File: src/rtl/pipe_pkg.sv
// Shared types and constants for the flow-controlled pipeline stages.
package pipe_pkg;

    // Default datapath and register-address widths of the core.
    localparam int unsigned PIPE_XLEN    = 32;
    localparam int unsigned PIPE_RADDR_W = 5;

    // Elastic stage occupancy: no entry, main slot only, main and skid slots.
    typedef enum logic [1:0] {
        EMPTY = 2'd0,
        FULL  = 2'd1,
        SKID  = 2'd2
    } skid_state_t;

    // EX/MEM payload at the default core widths.
    typedef struct packed {
        logic [PIPE_XLEN-1:0]    pcsrc;
        logic [PIPE_XLEN-1:0]    pc_new;
        logic [PIPE_XLEN-1:0]    offset;
        logic [PIPE_XLEN-1:0]    alu_result;
        logic [PIPE_XLEN-1:0]    read_data2;
        logic                    reg_write;
        logic                    mem_read;
        logic                    mem_write;
        logic                    pc_select;
        logic [1:0]              dmem_to_reg;
        logic [PIPE_RADDR_W-1:0] write_addr_reg;
    } ex_mem_payload_t;

    localparam ex_mem_payload_t EX_MEM_PAYLOAD_RST = '0;

    // Packed payload width for arbitrary XLEN / RADDR_W builds.
    function automatic int unsigned ex_mem_payload_width(input int unsigned xlen,
                                                         input int unsigned raddr_w);
        return 5 * xlen + 4 + 2 + raddr_w;
    endfunction

endpackage

File: src/rtl/pipe_skid_buf.sv
// Generic valid/ready elastic buffer with synchronous flush.
// SKID_EN=1: two slots, registered ready_o. SKID_EN=0: one slot, pass-through ready.
module pipe_skid_buf
    import pipe_pkg::*;
#(
    parameter int unsigned WIDTH   = 8,
    parameter bit          SKID_EN = 1'b1
) (
    input  logic             clk_i,
    input  logic             reset_i,
    input  logic             flush_i,
    input  logic             valid_i,
    output logic             ready_o,
    input  logic [WIDTH-1:0] data_i,
    output logic             valid_o,
    input  logic             ready_i,
    output logic [WIDTH-1:0] data_o
);

    if (SKID_EN) begin : g_skid
        skid_state_t      state_q, state_d;
        logic [WIDTH-1:0] main_q, main_d;
        logic [WIDTH-1:0] skid_q, skid_d;
        logic             ready_q, valid_q;

        // Next-state and slot loading; flush overrides every transition.
        always_comb begin
            state_d = state_q;
            main_d  = main_q;
            skid_d  = skid_q;
            case (state_q)
                EMPTY: begin
                    if (valid_i) begin
                        main_d  = data_i;
                        state_d = FULL;
                    end
                end
                FULL: begin
                    if (valid_i && ready_i) begin
                        main_d = data_i;
                    end else if (valid_i) begin
                        skid_d  = data_i;
                        state_d = SKID;
                    end else if (ready_i) begin
                        state_d = EMPTY;
                    end
                end
                SKID: begin
                    // Input is blocked here; skid drains into main first to keep order.
                    if (ready_i) begin
                        main_d  = skid_q;
                        state_d = FULL;
                    end
                end
                default: state_d = EMPTY;
            endcase
            if (flush_i) begin
                state_d = EMPTY;
                main_d  = main_q;
                skid_d  = skid_q;
            end
        end

        // State, slots and registered handshake flags.
        always_ff @(posedge clk_i) begin
            if (reset_i) begin
                state_q <= EMPTY;
                main_q  <= '0;
                skid_q  <= '0;
                ready_q <= 1'b1;
                valid_q <= 1'b0;
            end else begin
                state_q <= state_d;
                main_q  <= main_d;
                skid_q  <= skid_d;
                ready_q <= (state_d != SKID);
                valid_q <= (state_d != EMPTY);
            end
        end

        assign ready_o = ready_q;
        assign valid_o = valid_q;
        assign data_o  = main_q;
    end else begin : g_reg
        logic [WIDTH-1:0] main_q, main_d;
        logic             valid_q, valid_d;
        logic             load;

        assign ready_o = ready_i | ~valid_q;
        assign load    = valid_i & ready_o;

        // Single-slot next state; a consumed entry without a replacement empties the stage.
        always_comb begin
            valid_d = valid_q;
            main_d  = main_q;
            if (flush_i) begin
                valid_d = 1'b0;
            end else if (load) begin
                valid_d = 1'b1;
                main_d  = data_i;
            end else if (ready_i) begin
                valid_d = 1'b0;
            end
        end

        // Slot and valid flag.
        always_ff @(posedge clk_i) begin
            if (reset_i) begin
                valid_q <= 1'b0;
                main_q  <= '0;
            end else begin
                valid_q <= valid_d;
                main_q  <= main_d;
            end
        end

        assign valid_o = valid_q;
        assign data_o  = main_q;
    end

endmodule

File: src/rtl/ex_mem_elastic_stage.sv
// EX/MEM pipeline stage with valid/ready flow control, skid buffering and flush.
// Control outputs are qualified by valid_o so a bubble never writes memory or registers.
module ex_mem_elastic_stage
    import pipe_pkg::*;
#(
    parameter int unsigned XLEN    = 32,
    parameter int unsigned RADDR_W = 5,
    parameter bit          SKID_EN = 1'b1
) (
    input  logic               clk_i,
    input  logic               reset_i,
    input  logic               flush_i,

    input  logic               valid_i,
    output logic               ready_o,
    input  logic [XLEN-1:0]    pcsrc_i,
    input  logic [XLEN-1:0]    pc_new_i,
    input  logic [XLEN-1:0]    offset_i,
    input  logic [XLEN-1:0]    alu_result_i,
    input  logic [XLEN-1:0]    read_data2_i,
    input  logic               reg_write_i,
    input  logic               mem_read_i,
    input  logic               mem_write_i,
    input  logic               pc_select_i,
    input  logic [1:0]         dmem_to_reg_i,
    input  logic [RADDR_W-1:0] write_addr_reg_i,

    output logic               valid_o,
    input  logic               ready_i,
    output logic [XLEN-1:0]    em_pcsrc_o,
    output logic [XLEN-1:0]    em_pc_new_o,
    output logic [XLEN-1:0]    em_offset_o,
    output logic [XLEN-1:0]    em_alu_result_o,
    output logic [XLEN-1:0]    em_read_data2_o,
    output logic               em_reg_write_o,
    output logic               em_mem_read_o,
    output logic               em_mem_write_o,
    output logic               em_pc_select_o,
    output logic [1:0]         em_dmem_to_reg_o,
    output logic [RADDR_W-1:0] em_write_addr_reg_o
);

    localparam int unsigned PAYLOAD_W = ex_mem_payload_width(XLEN, RADDR_W);

    // Same field layout as ex_mem_payload_t, sized by this instance's parameters.
    typedef struct packed {
        logic [XLEN-1:0]    pcsrc;
        logic [XLEN-1:0]    pc_new;
        logic [XLEN-1:0]    offset;
        logic [XLEN-1:0]    alu_result;
        logic [XLEN-1:0]    read_data2;
        logic               reg_write;
        logic               mem_read;
        logic               mem_write;
        logic               pc_select;
        logic [1:0]         dmem_to_reg;
        logic [RADDR_W-1:0] write_addr_reg;
    } payload_t;

    payload_t             in_pl;
    payload_t             out_pl;
    logic [PAYLOAD_W-1:0] out_raw;

    // Pack the execute-stage fields into one payload word.
    always_comb begin
        in_pl                = '0;
        in_pl.pcsrc          = pcsrc_i;
        in_pl.pc_new         = pc_new_i;
        in_pl.offset         = offset_i;
        in_pl.alu_result     = alu_result_i;
        in_pl.read_data2     = read_data2_i;
        in_pl.reg_write      = reg_write_i;
        in_pl.mem_read       = mem_read_i;
        in_pl.mem_write      = mem_write_i;
        in_pl.pc_select      = pc_select_i;
        in_pl.dmem_to_reg    = dmem_to_reg_i;
        in_pl.write_addr_reg = write_addr_reg_i;
    end

    pipe_skid_buf #(
        .WIDTH   (PAYLOAD_W),
        .SKID_EN (SKID_EN)
    ) u_skid_buf (
        .clk_i   (clk_i),
        .reset_i (reset_i),
        .flush_i (flush_i),
        .valid_i (valid_i),
        .ready_o (ready_o),
        .data_i  (in_pl),
        .valid_o (valid_o),
        .ready_i (ready_i),
        .data_o  (out_raw)
    );

    assign out_pl = payload_t'(out_raw);

    // Unpack; data fields may be stale when invalid, controls are forced low.
    always_comb begin
        em_pcsrc_o          = out_pl.pcsrc;
        em_pc_new_o         = out_pl.pc_new;
        em_offset_o         = out_pl.offset;
        em_alu_result_o     = out_pl.alu_result;
        em_read_data2_o     = out_pl.read_data2;
        em_dmem_to_reg_o    = out_pl.dmem_to_reg;
        em_write_addr_reg_o = out_pl.write_addr_reg;
        em_reg_write_o      = out_pl.reg_write & valid_o;
        em_mem_read_o       = out_pl.mem_read  & valid_o;
        em_mem_write_o      = out_pl.mem_write & valid_o;
        em_pc_select_o      = out_pl.pc_select & valid_o;
    end

endmodule
File: config.mk
export PLATFORM = sky130hd
export DESIGN_NAME = ex_mem_elastic_stage
export DESIGN_NICKNAME = d
export VERILOG_FILES = /design/src/rtl/pipe_pkg.sv /design/src/rtl/pipe_skid_buf.sv /design/src/rtl/ex_mem_elastic_stage.sv
export SDC_FILE = /design/constraint.sdc
export NUM_CORES = 1
export LEC_CHECK = 0
export ABC_AREA = 0
export ABC_CLOCK_PERIOD_IN_PS = 5100
export BUFFER_PORTS_ARGS = -buffer_cell sky130_fd_sc_hd__buf_2
export CORE_ASPECT_RATIO = 0.75
export CORE_MARGIN = 2
export CORE_UTILIZATION = 30
export CTS_CLUSTER_SIZE = 14
export DETAILED_ROUTE_END_ITERATION = 10
export GPL_TIMING_DRIVEN = 0
export SYNTH_ARGS = -nofsm -noshare
export SYNTH_HDL_FRONTEND = slang
export SYNTH_SLANG_ARGS = --single-unit
File: constraint.sdc
create_clock -name clk_i -period 5.1 [get_ports clk_i]
set_input_delay 0.51 -clock clk_i [delete_from_list [all_inputs] [get_ports clk_i]]
set_output_delay 0.51 -clock clk_i [all_outputs]
set_load 0.02 [all_outputs]
==> metrics.md, run 1 <==
| Metric | Value |
|---|---|
| Most used routing layer in global routing | `met2` |
| Wire per inst | `19.6 µm` |
| Met1 usage | `25.4%` |
| Met3 Track Usage GR | `4.97%` |
| Gr ovfl total | `0` |
| DRC | `0` |
| Die Width | `279 µm` |
| Inserted Clock Buffers | `40` |
| Worst vdd ir | `193 µV` |
| Start point of the critical path | `flush_i` |
| Antenna Nets Post-Route | `0` |
| Core area | `56000 µm²` |
| Vias in the first global route | `14759` |
| Synth Flop Type | `dfxtp_1` |
| Cell Area, Synth | `17000 µm²` |
| Classification of the worst-slack hold path | `in -> reg` |
| Endpoint, Worst Hold | `u_skid_buf.g_skid.skid_q[80]` |
| Yosys warns | `0` |
| Worst skew pair latency | `0.56 ns` |
| Final Setup Violations | `0` |
| Post-route insts no fill | `2930` |
| Critical path data arrival time | `2.85 ns` |
| Max Clk Rate | `410 MHz` |
| Crit path max fanout | `10` |
| Type of the worst setup path | `in -> reg` |
| Worst path top cell family by delay | `buffers and inverters` |
| Clock skew | `0.0193 ns` |
| Grt met2 use | `29.5%` |
| Largest net degree at the start of global routing | `14` |
| Mapped Nets | `1945` |
| Pre-CTS WS | `1.99 ns` |
| Clk root buf | `clkbuf_16` |
| Clk slew on worst S/H paths | `0.06 ns` |
| Slew @ Worst Pin | `1.10 ns` |
| Longest Clk Path Bufs | `3` |
| Synthesized area per cell | `9.63 µm²` |
| Minimum clock period | `2.44 ns` |
| Chip height | `210 µm` |
| # port buffers | `346` |
| Reg2reg path depth | `6` |
| Resize count post-CTS | `0` |
| Register area share after synthesis | `40.6%` |
| Vias | `15132` |
| Hold Buf Count CTS | `0` |
| CTS tree | `done` |
| Layout cells sized above 1 | `34.9%` |
| Fin crit share | `47.8%` |
| Setup slack after layout | `2.66 ns` |
| Number of enable flip-flop cells after synthesis | `0` |
| DRT Wirelength | `57500 µm` |
| Vias per cell | `5.16` |
| Global-route total usage across every layer | `18.8%` |
| Post-route cell area | `21100 µm²` |
| CP startpoint kind | `input pin` |
| Synth Register Bits | `346` |
| Starting density of the core | `30.4%` |
| Placed cells | `2846` |
| H-tree depth | `2` |
| RSZ-0062 raised after global routing | `no` |
| CP Data Required Time | `5.51 ns` |
| Io pins | `349` |
| Slowest stage cell, crit path | `clkbuf_1` |
| Max Cap Violations | `0` |
| GP Congestion | `0.822` |
| Delay of the slowest critical-path stage | `0.88 ns` |
| CTS sink cnt | `346` |
| Area grow syn2layout | `23.7%` |
| Fill cells | `5604` |
| Setup crit end kind | `flip-flop` |
| TritonRoute pass-1 iters | `6` |
| Most common cell after layout, fill and taps aside | `buf_2` |
| Initial antenna violation count | `25` |
| Cell count after synthesis | `1769` |
| NumNets Final | `2333` |
| Area after DPL | `19700 µm²` |
| Worst rel slew slack | `26.4%` |
| Final hold vios | `0` |
| DR iter-0 viols | `1026` |
| First-pass GRT wire length | `86600 µm` |
| Hold_sp | `offset_i[5]` |
| Setup TNS | `0 ns` |
| CP cell instances | `buf_2, clkbuf_1, clkbuf_1, clkbuf_1, nand3b_1, a21oi_1` |
| Final Max Tran Viols | `0` |
| Worst Path Buf+Inv | `4` |
| Yosys cell types | `26` |
| Most frequent cells in the layout | `buf_2 (420), dfxtp_1 (346), a211oi_1 (252)` |
| Async set-or-reset flop fraction in the synthesized netlist | `0%` |
| Row count | `75` |
| Status | `finished, final reports clean` |
| Reg2reg setup slack | `2.79 ns` |
| RR Startpoint | `u_skid_buf.g_skid.state_q[0]` |
| Cell mode on critical path | `clkbuf_1` |
| Pwr dens | `337 nW/µm²` |
| Worst Hold Depth | `3` |
| Postcts setup bufs | `0` |
| Die ar. | `58800 µm²` |
| P_leak | `9.17 nW` |
| Worst R2R End | `u_skid_buf.data_o[86]` |
| Detailed Place HPWL | `41300 µm` |
==> metal layers <==
metal,wire (µm),vias to the layer above
met1,26200,7334
met5,150,-
met4,1250,24
li1,-,7220
met3,4260,96
met2,25600,458
==> power by group <==
part,switching (W),internal [W],total [W]
registers,0.0000803,0.00284,0.00292
clock network,0.00123,0.00179,0.00301
logic,0.000686,0.000494,0.00118
==> cell usage after synthesis (all sizes together) (2+ instances only) <==
cell | number | area share, %
dfxtp | 346 | 41
a211oi | 342 | 18
buf | 258 | 10
nand3b | 172 | 7.6
a21oi | 171 | 5.0
mux2i | 171 | 10
o21ai | 171 | 5.0
clkbuf | 119 | 2.6
and2 | 4 | 0.15
inv | 2 | 0.044
nor4bb | 2 | 0.12
==> per-stage QoR <==
step	hold WS (ns)	power, W	utilization [%]
2_1_floorplan	0.453	0.00375	-
3_3_place_gp	0.459	0.00413	35.1
3_5_place_dp	0.466	0.00415	35.1
4_1_cts	0.191	0.00718	37.6
5_1_grt	0.211	0.00738	37.6
6_report	0.229	0.00711	37.6
==> cell families (layout without fill, tap and decap cells) <==
family          after synthesis  in the layout  share of synthesized area (%)
simple gates                184            184                           8.13
mux                         172            172                           10.1
flops                       346            346                           40.6
buf+inv                     379            796                           13.2
compound gates              688            688                           28.0
other cells                   0             13                              0
==> worst reg2reg max path, stage by stage (launching register included) <==
cell	delay [ns]
dfxtp_1	0.30
buf_4	0.15
nor2_4	0.39
buf_2	0.54
clkbuf_1	0.45
a211oi_1	0.18
a211oi_2	0.21
==> area by class of cell <==
cell class	count	area, µm²	area share (%)
Clock buffer	49	1100	5.20
Sequential cell	346	6930	32.9
Inverter	2	7.51	0.0356
Buffer	377	2240	10.6
Timing Repair Buffer	346	1730	8.22
Clock inverter	22	256	1.22
Antenna cell	13	32.5	0.154
Tap cell	731	915	4.34
Multi-Input combinational cell	1044	7870	37.4
==> flip-flops by register name, summed over array words and instances (netlist names) <==
signal,cells
u_skid_buf.data_o,171
u_skid_buf.g_skid.skid_q,171
u_skid_buf.g_skid.state_q,2
u_skid_buf.ready_o,1
u_skid_buf.valid_o,1
==> how the worst max path moves through the flow <==
stage	end	slack [ns]	cells past startpoint
after global placement	u_skid_buf.g_skid.skid_q[164]	2.03	6
final	u_skid_buf.g_skid.skid_q[20]	2.66	6
after global routing	u_skid_buf.g_skid.skid_q[67]	2.52	6
after detailed placement	u_skid_buf.g_skid.skid_q[5]	1.99	6
after floorplan	u_skid_buf.data_o[100]	3.30	8
after CTS	u_skid_buf.g_skid.skid_q[5]	2.57	6
Power figures use the tool's default switching activity.
==> run 2: changes to the inputs <==
--- a/config.mk
+++ b/config.mk
@@ -6,7 +6,7 @@
 export NUM_CORES = 1
 export LEC_CHECK = 0
 export ABC_AREA = 0
-export ABC_CLOCK_PERIOD_IN_PS = 5100
+export ABC_CLOCK_PERIOD_IN_PS = 2410
 export BUFFER_PORTS_ARGS = -buffer_cell sky130_fd_sc_hd__buf_2
 export CORE_ASPECT_RATIO = 0.75
 export CORE_MARGIN = 2
==> constraint.sdc (replaced) <==
create_clock -name clk_i -period 2.41 [get_ports clk_i]
set_input_delay 0.241 -clock clk_i [delete_from_list [all_inputs] [get_ports clk_i]]
set_output_delay 0.241 -clock clk_i [all_outputs]
set_load 0.02 [all_outputs]
==> metrics.md, run 2 (synthesized netlist as in run 1, its figures left out) <==
| Metric | Value |
|---|---|
| Chip height | `210 µm (unchanged)` |
| Final Max Tran Viols | `0 (unchanged)` |
| Status | `finished, final reports clean` |
| Reg power frac | `40.4% (-0.6 points)` |
| CTS tree | `done` |
| DR iter-0 viols | `1002 (-2.3%)` |
| Fin crit share | `94.8%` |
| Worst rel slew slack | `22.7% (-3.7 points)` |
| Post-route cell area | `22800 µm² (+8.1%)` |
| Setup crit end kind | `flip-flop` |
| Antenna Nets Post-Route | `0 (unchanged)` |
| Starting density of the core | `30.4% (unchanged)` |
| TritonRoute pass-1 iters | `5 (-1)` |
| Pint | `0.0110 W (+120%)` |
| Most common cell after layout, fill and taps aside | `buf_2` |
| DRT Wirelength | `59400 µm (+3.3%)` |
| Worst Path Buf+Inv | `6 (+2)` |
| Longest Clk Path Bufs | `3 (unchanged)` |
| Final Setup Violations | `0 (unchanged)` |
| Worst skew pair latency | `0.56 ns (about the same)` |
| Worst path top cell family by delay | `buffers and inverters` |
| DRC | `0 (unchanged)` |
| Switch share | `27.9% (-0.094 points)` |
| Logic pwr share | `17.9% (+1.3 points)` |
| Postcts setup bufs | `0 (unchanged)` |
| Die ar. | `58800 µm² (unchanged)` |
| Crit path max fanout | `10 (unchanged)` |
| First-pass GRT wire length | `90000 µm (+3.9%)` |
| Final hold vios | `0 (unchanged)` |
| Clk slew on worst S/H paths | `0.06 ns (about the same)` |
| Inserted Clock Buffers | `40 (unchanged)` |
| H-tree depth | `2 (unchanged)` |
| Slowest stage cell, crit path | `dlygate4sd3_1` |
| Die Width | `279 µm (unchanged)` |
| Detailed Place HPWL | `41300 µm (unchanged)` |
| Wire per inst | `19.2 µm (-2.2%)` |
| Clock skew | `0.0181 ns (-0.00115 ns)` |
| Start point of the critical path | `ready_i` |
| Slew @ Worst Pin | `1.16 ns (+0.0556 ns)` |
| Clk pwr share | `41.7% (-0.7 points)` |
| RR Startpoint | `u_skid_buf.g_skid.state_q[0]` |
| Max Cap Violations | `0 (unchanged)` |
| GP Congestion | `0.822 (unchanged)` |
| Setup slack after layout | `0.125 ns (-2.54 ns)` |
| Pwr dens | `671 nW/µm² (+99%)` |
| Sw Pwr | `0.00427 W (+110%)` |
| Io pins | `349 (unchanged)` |
| CP Data Required Time | `2.82 ns (-2.69 ns)` |
| P_leak | `9.89 nW (+7.8%)` |
| Vias per cell | `5.12 (-0.83%)` |
| Area grow syn2layout | `33.7%` |
| Minimum clock period | `2.28 ns` |
| RSZ-0062 raised after global routing | `no` |
| Row count | `75 (unchanged)` |
| Core area | `56000 µm² (unchanged)` |
| Gr ovfl total | `0 (unchanged)` |
| NumNets Final | `2505 (+7.4%)` |
| CP startpoint kind | `input pin` |
| Clk root buf | `clkbuf_16` |
| Most frequent cells in the layout | `buf_2 (419), dfxtp_1 (346), a211oi_1 (252)` |
| CP cell instances | `dlygate4sd3_1, buf_2, nor4bb_1, buf_2, a21o_1, buf_4, buf_6, buf_6, a211oi_2` |
| Max Clk Rate | `438 MHz` |
| Classification of the worst-slack hold path | `in -> reg` |
| Initial antenna violation count | `8 (-68%)` |
| CTS sink cnt | `346 (unchanged)` |
| # port buffers | `346 (unchanged)` |
| Pre-CTS WS | `-0.434 ns (-2.42 ns)` |
| Largest net degree at the start of global routing | `14 (unchanged)` |
| Vias | `15846 (+4.7%)` |
| Delay of the slowest critical-path stage | `0.59 ns (-0.29 ns)` |
| Global-route total usage across every layer | `19.4% (+0.59 points)` |
| Area after DPL | `19700 µm² (unchanged)` |
| Hold_sp | `valid_i` |
| Vias in the first global route | `15609 (+5.8%)` |
| Critical path data arrival time | `2.69 ns (-0.16 ns)` |
| Worst vdd ir | `399 µV (+110%)` |
| Layout cells sized above 1 | `32.3% (-2.5 points)` |
| Type of the worst setup path | `in -> reg` |
## run 2: final timing paths
check | endpoint | slack, ns | cells past startpoint
setup reg to reg | u_skid_buf.data_o[86] | 0.17 | 6
hold reg to reg | u_skid_buf.g_skid.skid_q[73] | 0.47 | 2
setup / recovery | u_skid_buf.data_o[124] | 0.13 | 9
hold / removal | u_skid_buf.ready_o | 0.13 | 3
## run 2: cell type report
cell class | count | area, µm²
fill | 5462 | 33200
multi-input combinational | 1044 | 7870
sequential | 346 | 6930
timing repair buffer | 518 | 3450
buffer | 377 | 2240
clock buffer | 49 | 1100
tap | 731 | 915
clock inverter | 22 | 256
antenna | 5 | 12.5
inverter | 2 | 7.51
## run 2: repair_timing
action                                 4_1_cts  5_1_grt
endpoints found under the hold margin      172        0
resized for setup                            0        1
hold buffers                               172        0
setup endpoints to repair                    0       18
## run 2: stage by stage
step | hold slack (ns) | std cells | setup TNS, ns | utilization, % | power [W]
after CTS | 0.0885 | 3089 | 0 | 40.6 | 0.0154
after detailed placement | 0.466 | 2846 | -41.57 | 35.1 | 0.00879
after global placement | 0.459 | 2846 | -37.15 | 35.1 | 0.00875
final | 0.128 | 3094 | 0 | 40.7 | 0.0153
after floorplan | 0.379 | 1769 | 0 | - | 0.00793
after global routing | 0.129 | 3092 | 0 | 40.6 | 0.0159
## run 2: worst reg2reg max path, stage by stage, from the launching register on
cell and delay, ns:
dfxtp_1 0.30, buf_4 0.15, nor2_4 0.41, clkbuf_4 0.46, clkbuf_1 0.43, a211oi_1 0.18
a211oi_2 0.22
## run 2: routing by layer
layer  vias up  track usage, %  part of all wire [%]  wire length, µm
li1       7546               -                     -                -
met3       103            3.79                   6.1             3640
met2       501            31.0                    45            26600
met1      7692            26.3                    46            27500
met4         4            6.14                   2.7             1610
met5         -               0                 0.044               26
## run 2: power by group through the flow
stage          clock network [W]  registers, W  logic, W
2_1_floorplan                  0       0.00623   0.00169
3_3_place_gp                   0       0.00628   0.00246
6_report                 0.00637       0.00618   0.00274
3_5_place_dp                   0       0.00629   0.00250
5_1_grt                  0.00673       0.00620   0.00293
4_1_cts                  0.00651       0.00617   0.00273
==> run 3: changes to the inputs <==
--- a/config.mk
+++ b/config.mk
@@ -11,6 +11,7 @@
 export CORE_ASPECT_RATIO = 0.75
 export CORE_MARGIN = 2
 export CORE_UTILIZATION = 30
+export CTS_BUF_LIST = sky130_fd_sc_hd__clkbuf_16
 export CTS_CLUSTER_SIZE = 14
 export DETAILED_ROUTE_END_ITERATION = 10
 export GPL_TIMING_DRIVEN = 0
==> metrics.md, run 3 (synthesized netlist as in run 1, its figures left out) <==
| Metric | Value |
|---|---|
| Vias | `15846 (unchanged)` |
| DRC | `0 (unchanged)` |
| Crit path max fanout | `11 (+1)` |
| Longest Clk Path Bufs | `3 (unchanged)` |
| Reg power frac | `40.8% (+0.4 points)` |
| DR iter-0 viols | `1014 (+1.2%)` |
| Fin crit share | `95.8% (+0.98 points)` |
| Area of the multi-input gates | `7870 µm² (unchanged)` |
| H-tree depth | `2 (unchanged)` |
| Final hold vios | `0 (unchanged)` |
| Vias per cell | `5.12 (about the same)` |
| Setup TNS | `0 ns (unchanged)` |
| Die Width | `279 µm (unchanged)` |
| DRT Wirelength | `59200 µm (-0.21%)` |
| CP startpoint kind | `input pin` |
| Max Cap Violations | `0 (unchanged)` |
| Initial antenna violation count | `8 (unchanged)` |
| Global-route total usage across every layer | `19.4% (about the same)` |
| Row count | `75 (unchanged)` |
| Critical path data arrival time | `2.72 ns (+0.03 ns)` |
| Vias in the first global route | `15614 (+0.032%)` |
| CP Data Required Time | `2.82 ns (about the same)` |
| Clock skew | `0.0138 ns (-0.00439 ns)` |
| Post-route insts no fill | `3095 (+0.032%)` |
| Type of the worst setup path | `in -> reg` |
| Worst skew pair latency | `0.56 ns (about the same)` |
| Logic pwr share | `18.1% (+0.2 points)` |
| Layout cells sized above 1 | `32.1% (-0.17 points)` |
| Area after DPL | `19700 µm² (unchanged)` |
| Sw Pwr | `0.00427 W (about the same)` |
| Io pins | `349 (unchanged)` |
| Final Setup Violations | `0 (unchanged)` |
| Most frequent cells in the layout | `buf_2 (419), dfxtp_1 (346), a211oi_1 (252)` |
| Clk slew on worst S/H paths | `0.06 ns (about the same)` |
| Classification of the worst-slack hold path | `in -> reg` |
| RSZ-0062 raised after global routing | `no` |
| Fill cells | `5465 (+0.055%)` |
| Setup crit end kind | `flip-flop` |
| Worst vdd ir | `404 µV (+1.3%)` |
| Pint | `0.0109 W (-1.3%)` |
| Core area | `56000 µm² (unchanged)` |
| Antenna Nets Post-Route | `0 (unchanged)` |
| NumNets Final | `2505 (unchanged)` |
| # port buffers | `346 (unchanged)` |
| Area grow syn2layout | `33.4%` |
| Clk root buf | `clkbuf_16` |
| Post-route cell area | `22700 µm² (-0.16%)` |
| First-pass GRT wire length | `89900 µm (about the same)` |
| Chip height | `210 µm (unchanged)` |
| Most common cell after layout, fill and taps aside | `buf_2` |
| Wire per inst | `19.1 µm (-0.24%)` |
| CTS tree | `done` |
| Largest net degree at the start of global routing | `14 (unchanged)` |
| Max Clk Rate | `433 MHz (-1.0%)` |
| Die ar. | `58800 µm² (unchanged)` |
| Final Max Tran Viols | `0 (unchanged)` |
| Clk pwr share | `41.1% (-0.6 points)` |
| Minimum clock period | `2.31 ns (+0.0237 ns)` |
| Starting density of the core | `30.4% (unchanged)` |
| Gr ovfl total | `0 (unchanged)` |
| CTS sink cnt | `346 (unchanged)` |
| TritonRoute pass-1 iters | `5 (unchanged)` |
| GP Congestion | `0.822 (unchanged)` |
| Slew @ Worst Pin | `1.11 ns (-0.0488 ns)` |
| Placed cells | `2846 (unchanged)` |
| Detailed Place HPWL | `41300 µm (unchanged)` |
| Post-layout util | `40.6% (-0.067 points)` |
| Inserted Clock Buffers | `40 (unchanged)` |
| Worst rel slew slack | `25.9% (+3.3 points)` |
| Pwr dens | `666 nW/µm² (-0.76%)` |
| P_leak | `9.88 nW (about the same)` |
| Register area | `6930 µm² (unchanged)` |
| Switch share | `28.2% (+0.29 points)` |
| Status | `finished, final reports clean` |
run 3: layout make-up:
cell class	instances	area share, %
clock buffers	41	4.51
multi-input cells	1044	34.6
inverters	2	0.0330
repair buffers	518	15.2
clock inverters	30	1.26
flip-flops and latches	346	30.5
diodes	6	0.0660
well taps	731	4.02
plain buffers	377	9.84
run 3: final timing paths:
kind,startpoint,endpoint,slack (ns),cells after the start
setup / recovery,ready_i,u_skid_buf.data_o[124],0.10,9
hold / removal,valid_i,u_skid_buf.ready_o,0.13,3
setup reg to reg,u_skid_buf.g_skid.state_q[0],u_skid_buf.data_o[124],0.19,6
hold reg to reg,u_skid_buf.g_skid.skid_q[151],u_skid_buf.g_skid.skid_q[151],0.47,2
run 3: critical path, stage by stage:
cell	delay [ns]
dlygate4sd3_1	0.60
buf_2	0.20
nor4bb_1	0.27
buf_2	0.43
a21o_1	0.13
buf_4	0.24
buf_6	0.29
buf_6	0.21
a211oi_2	0.08
run 3: routing by layer:
| layer | vias up | wire, µm | global-route usage (%) |
|---|---|---|---|
| met1 | 7672 | 27500 | 26.3 |
| li1 | 7563 | - | - |
| met5 | - | 26 | 0 |
| met4 | 4 | 1570 | 6.14 |
| met2 | 509 | 26600 | 31.0 |
| met3 | 98 | 3590 | 3.79 |
run 3: stage by stage:
step,hold slack (ns),setup slack (ns),power (W)
after global placement,0.459,-0.393,0.00875
after global routing,0.129,0.0285,0.0157
after CTS,0.0886,0.0875,0.0153
after detailed placement,0.466,-0.434,0.00879
final,0.127,0.101,0.0151
after floorplan,0.379,0.748,0.00793
run 3: timing repair:
| item | CTS | global route |
|---|---|---|
| setup buffers | 0 | 0 |
| gates resized for setup | 0 | 1 |
| hold buffers | 172 | 0 |
| endpoints found under the setup margin | 0 | 18 |
| hold endpoints to repair | 172 | 0 |
run 3: power by group through the flow:
stage | combinational (W) | clock, W | sequential (W)
after floorplan | 0.00169 | 0 | 0.00623
after global placement | 0.00246 | 0 | 0.00628
final | 0.00274 | 0.00623 | 0.00617
after detailed placement | 0.00250 | 0 | 0.00629
after CTS | 0.00273 | 0.00636 | 0.00617
after global routing | 0.00293 | 0.00658 | 0.00620
